===== src/rtl/branch_predictor_pkg.sv =====
// Shared pipeline package: 2-bit counter encodings and branch predictor sizing.
package branch_predictor_pkg;

    typedef enum logic [1:0] {
        STRONG_NT = 2'b00,
        WEAK_NT   = 2'b01,
        WEAK_T    = 2'b10,
        STRONG_T  = 2'b11
    } ctr_state_t;

    localparam int unsigned BHT_DEPTH = 16;
    localparam int unsigned IDX_W     = 4;
    localparam int unsigned STAT_W    = 16;

endpackage


===== src/rtl/branch_predictor_sat_counter2.sv =====
// 2-bit saturating counter next-state logic: step toward taken or not-taken, clamp at the ends.
module sat_counter2
    import branch_predictor_pkg::*;
(
    input  ctr_state_t state,
    input  logic       taken,
    output ctr_state_t next_state
);

    always_comb begin
        next_state = state;
        case (state)
            STRONG_NT: next_state = taken ? WEAK_NT  : STRONG_NT;
            WEAK_NT:   next_state = taken ? WEAK_T   : STRONG_NT;
            WEAK_T:    next_state = taken ? STRONG_T : WEAK_NT;
            STRONG_T:  next_state = taken ? STRONG_T : WEAK_T;
            default:   next_state = WEAK_NT;
        endcase
    end

endmodule


===== src/rtl/branch_predictor.sv =====
// Decode-stage branch predictor with EX-stage resolution and recovery.
// Define BRPRED_BHT_EN for a 16-entry table indexed by PC[5:2]; otherwise one global counter.
module branch_predictor
    import branch_predictor_pkg::*;
(
    input  logic              clk,
    input  logic              rst,
    input  logic              iBranch_RegD,
    input  logic [31:0]       iPC_RegD,
    input  logic              iBranch_RegE,
    input  logic              izero_RegE,
    input  logic [31:0]       iPCplus4_RegE,
    input  logic [31:0]       iTarget_RegE,
    input  logic              iStall_dec,
    output logic [1:0]        obranch_predict,
    output logic [31:0]       oRecoverPC,
    output logic [STAT_W-1:0] oBranchCnt,
    output logic [STAT_W-1:0] oMissCnt
);

`ifdef BRPRED_BHT_EN
    localparam int unsigned NUM_CTR = BHT_DEPTH;
`else
    localparam int unsigned NUM_CTR = 1;
`endif

    ctr_state_t       bht [NUM_CTR];
    ctr_state_t       lookup;
    ctr_state_t       ctr_cur;
    ctr_state_t       ctr_next;
    logic [IDX_W-1:0] idx_d;
    logic [IDX_W-1:0] idx_e;
    logic             valid_e;
    logic             pred_e;
    logic             pred_d;
    logic             mispredict;
    logic             update;
    logic             unused_pc;

`ifdef BRPRED_BHT_EN
    assign idx_d     = iPC_RegD[5:2];
    assign lookup    = bht[idx_d];
    assign ctr_cur   = bht[idx_e];
    assign unused_pc = ^{iPC_RegD[31:6], iPC_RegD[1:0]};
`else
    assign idx_d     = '0;
    assign lookup    = bht[0];
    assign ctr_cur   = bht[0];
    assign unused_pc = ^iPC_RegD;
`endif

    assign pred_d     = (lookup == WEAK_T) || (lookup == STRONG_T);
    assign update     = iBranch_RegE & valid_e;
    assign mispredict = update & (pred_e != izero_RegE);

    assign obranch_predict = {mispredict, iBranch_RegD & pred_d & ~mispredict};
    assign oRecoverPC      = izero_RegE ? iTarget_RegE : iPCplus4_RegE;

    sat_counter2 u_sat (
        .state      (ctr_cur),
        .taken      (izero_RegE),
        .next_state (ctr_next)
    );

    // Lookup reads the array directly, so a same-cycle update is not bypassed.
    always_ff @(posedge clk) begin
        if (rst) begin
            for (int unsigned i = 0; i < NUM_CTR; i++) begin
                bht[i] <= WEAK_NT;
            end
            valid_e    <= 1'b0;
            pred_e     <= 1'b0;
            idx_e      <= '0;
            oBranchCnt <= '0;
            oMissCnt   <= '0;
        end else begin
            for (int unsigned i = 0; i < NUM_CTR; i++) begin
                if (update && (idx_e == IDX_W'(i))) begin
                    bht[i] <= ctr_next;
                end
            end
            valid_e <= iBranch_RegD & ~iStall_dec & ~mispredict;
            pred_e  <= pred_d;
            idx_e   <= idx_d;
            if (update) begin
                oBranchCnt <= oBranchCnt + 1'b1;
            end
            if (mispredict) begin
                oMissCnt <= oMissCnt + 1'b1;
            end
        end
    end

endmodule


===== config.mk =====
export PLATFORM = sky130hd
export DESIGN_NAME = branch_predictor
export DESIGN_NICKNAME = d
export VERILOG_FILES = /design/src/rtl/branch_predictor_pkg.sv /design/src/rtl/branch_predictor_sat_counter2.sv /design/src/rtl/branch_predictor.sv
export SDC_FILE = /design/constraint.sdc
export NUM_CORES = 1
export LEC_CHECK = 0
export BUFFER_PORTS_ARGS = -buffer_cell sky130_fd_sc_hd__buf_2
export CAP_MARGIN = 5
export CORE_UTILIZATION = 39
export CTS_CLUSTER_SIZE = 14
export DETAILED_ROUTE_END_ITERATION = 12
export HOLD_SLACK_MARGIN = 0.06
export PLACE_DENSITY_LB_ADDON = 0.3
export SLEW_MARGIN = 10
export SYNTH_ARGS = -nofsm -noshare
export SYNTH_HDL_FRONTEND = slang
export SYNTH_SLANG_ARGS = --single-unit

===== constraint.sdc =====
create_clock -name clk -period 1.9 [get_ports clk]
set_input_delay 0.19 -clock clk [delete_from_list [all_inputs] [get_ports clk]]
set_output_delay 0.19 -clock clk [all_outputs]
set_load 0.03 [all_outputs]

==> results.py <==
metrics = {
    "worst_setup_path": {
        "worstPathMaxFanout": 5,
        "critPathSlowestCell": "dfxtp_1",
        "r2r-end": "oMissCnt[15]",
        "cp.required_ps": 1710,
        "path_buf_inv": 1,
        "r2r_start": "oMissCnt[7]",
        "reg2reg_depth": 4,
        "startpoint_type": "register",
        "end_kind": "output port",
        "path_class": "reg2out",
        "slowest_delay_ps": 370,
        "rrSetupSlack_ps": 250,
        "crit_family": "flip-flops",
        "crit_path_cell_trace": "xnor2_1 -> nor2_1 -> and3b_1 -> buf_2",
        "cp.arrival_ps": 1570,
    },
    "min_path": {
        "whs_path_depth": 2,
        "min_from": "iStall_dec",
        "min_to": "valid_e",
        "hold_path_class": "in2reg",
    },
    "floorplan": {
        "ios": 168,
        "rows": 25,
        "die_height_um": 74.41,
        "die_width_um": 74.41,
        "core_region_area_um2": 4880,
        "initial_utilization_pct": 41.90,
        "die_area_um2": 5536,
    },
    "power": {
        "p_clk_share_pct": 36.6,
        "p_leak_nw": 1.318,
        "power_frac_seq_pct": 43.2,
        "peakVddDrop_uv": 394.0,
        "power_frac_comb_pct": 20.2,
        "switching_power_uw": 487.1,
        "power_mw": 1.785,
        "p_int_mw": 1.298,
        "powerDensity_nw_per_um2": 610.4,
        "switching_share_pct": 27.29,
    },
    "routing": {
        "viasPerCell": 4.899,
        "wl_per_cell_um": 13.03,
        "antenna_left": 0,
        "drc_errors": 0,
        "first_iter_violations": 96,
        "drt_wl_total_um": 5550,
        "vias": 2087,
        "first_pass_iters": 4,
    },
    "cts": {
        "root_buffer": "clkbuf_8",
        "post_cts.repair.setup_buffers": 0,
        "cts_tree": "done",
        "ctsHoldBuffers": 0,
        "clkLatencyLatePin_ps": 280,
        "clock_path_buffers": 2,
        "cts_resized": 0,
        "htreeDepth": 2,
        "path_clk_slew_ps": 70,
        "cts_made_buffers": 5,
        "clock_sinks": 36,
    },
    "place": {
        "port_buffers": 135,
        "dp_hpwl_um": 4366,
        "gp_congestion": 0.8174,
    },
    "sta": {
        "period_needed_ps": 1756,
        "hold_violations": 0,
        "slew_headroom_pct": 56.23,
        "rsz0062_at_grt": "false",
        "setup_viol": 0,
        "tns_ps": 0,
        "fmax_mhz": 569.6,
        "finClkSkew_ps": 7.394,
        "final_max_slew_viol_count": 0,
        "final.period_utilization_pct": 92.41,
        "worst_slew_pin_slew_ps": 656.5,
    },
    "global_routing": {
        "grt_pass1_wl_um": 8666,
        "antenna_found_initial": 0,
        "grt_overflow": 0,
        "first_global_vias": 1887,
        "grt_use_total_pct": 20.45,
        "grt_max_degree": 39,
    },
    "synth": {
        "synthesis.area_um2": 2044,
        "ys_types": 38,
        "yosysSeqAreaShare_pct": 36.23,
        "synth.avg_cell_area_um2": 9.293,
        "yosys_warnings": 0,
        "synthCells": 220,
        "synth_seq_cells": 36,
        "synthesis.nets": 324,
    },
    "cells_and_area": {
        "nets": 462,
        "drive_above_1_share_pct": 52.37,
        "final_common_cell": "buf_2",
        "syn2layout_area_growth_pct": 43.02,
        "antenna_cells": 0,
        "final_cell_mix": "buf_2, dfxtp_1, mux2_2",
    },
    "run": {
        "maxCapViolations": 0,
    },
    "status": {
        "status": "complete, no violations",
    },
}
==> area by class of cell <==
class	instances	area [um^2]
fill	447	1956
multi-input combinational	166	1222
timing repair buffer	143	748.2
sequential	36	740.7
tap	67	83.83
clock buffer	5	68.82
clock inverter	3	37.54
inverter	6	22.52
==> through the flow <==
step	utilization, %	worst slack (ps)	area (um^2)	hold WS, ps	std cells
4_1_cts	59.92	134.3	2924	71.88	426
6_report	59.92	144.3	2924	74.03	426
5_1_grt	59.92	29.09	2924	68.93	426
3_3_place_gp	57.74	337.6	2818	362.1	418
2_1_floorplan	-	151.6	2044	269.3	220
3_5_place_dp	57.74	280.0	2818	373.8	418
==> cells in the mapped netlist <==
library cell / n / area, um^2
ha_1: 2 / 25.02
or4_1: 3 / 22.52
nor2_1: 19 / 71.32
and3b_1: 1 / 8.760
nor4_1: 4 / 25.02
nand4_1: 8 / 50.05
buf_4: 1 / 7.510
buf_6: 1 / 11.26
xnor2_1: 15 / 131.4
dfxtp_1: 34 / 680.7
nand3_1: 7 / 35.03
nand2b_1: 1 / 6.260
xor2_4: 1 / 27.53
a211oi_1: 1 / 7.510
and3_1: 2 / 12.51
and2_1: 2 / 12.51
a21oi_1: 14 / 70.07
nor4b_1: 2 / 17.52
nor3_1: 3 / 15.01
nor4_2: 1 / 12.51
or3_1: 9 / 56.30
o31ai_1: 3 / 22.52
clkbuf_1: 8 / 30.03
maj3_1: 1 / 10.01
nand2_1: 12 / 45.04
nor3b_1: 1 / 7.510
xor2_1: 3 / 26.28
edfxtp_1: 2 / 60.06
nand3_2: 1 / 10.01
inv_1: 6 / 22.52
mux2_2: 33 / 371.6
nand4_4: 1 / 21.27
buf_2: 2 / 10.01
a31o_2: 1 / 8.760
o21ai_0: 10 / 50.05
nand4_2: 1 / 12.51
and4_1: 2 / 17.52
nor2b_1: 2 / 12.51
==> routing by layer <==
| layer | GRT usage, % | wire [um] | vias to the layer above |
|---|---|---|---|
| met3 | 4.065 | 318 | 6 |
| met1 | 24.75 | 2351 | 927 |
| met5 | 0 | 0 | - |
| met2 | 35.84 | 2809 | 81 |
| met4 | 7.338 | 70 | 0 |
| li1 | - | - | 1073 |
==> power groups by stage <==
stage               clock, mW  combinational, mW  sequential [mW]
CTS                     0.668              0.363            0.771
global route            0.700              0.383            0.771
floorplan                   0              0.224            0.790
finish                  0.653              0.361            0.771
global placement            0              0.359            0.788
detailed placement          0              0.362            0.788
==> registers in the layout, indices dropped and copies added, names as in the netlist <==
register / count
oMissCnt: 16
oBranchCnt: 16
pred_e: 1
bht: 2
valid_e: 1
==> worst max path at each step <==
stage	start	endpoint	slack, ps	cells after the start
6_report	pred_e	obranch_predict[0]	140	4
4_1_cts	pred_e	obranch_predict[0]	130	4
3_5_place_dp	oMissCnt[7]	oMissCnt[15]	280	4
2_1_floorplan	oMissCnt[6]	oMissCnt[15]	150	4
3_3_place_gp	pred_e	oMissCnt[11]	340	5
5_1_grt	pred_e	obranch_predict[0]	30	4
==> cells by family after synthesis <==
kind of cell	synth area share [%]
simple gates	23.07
flops	36.23
mux	18.18
compound gates	7.773
xor+xnor	9.058
buf+inv	3.978
fa+ha+maj	1.713
Power figures use the tool's default switching activity.
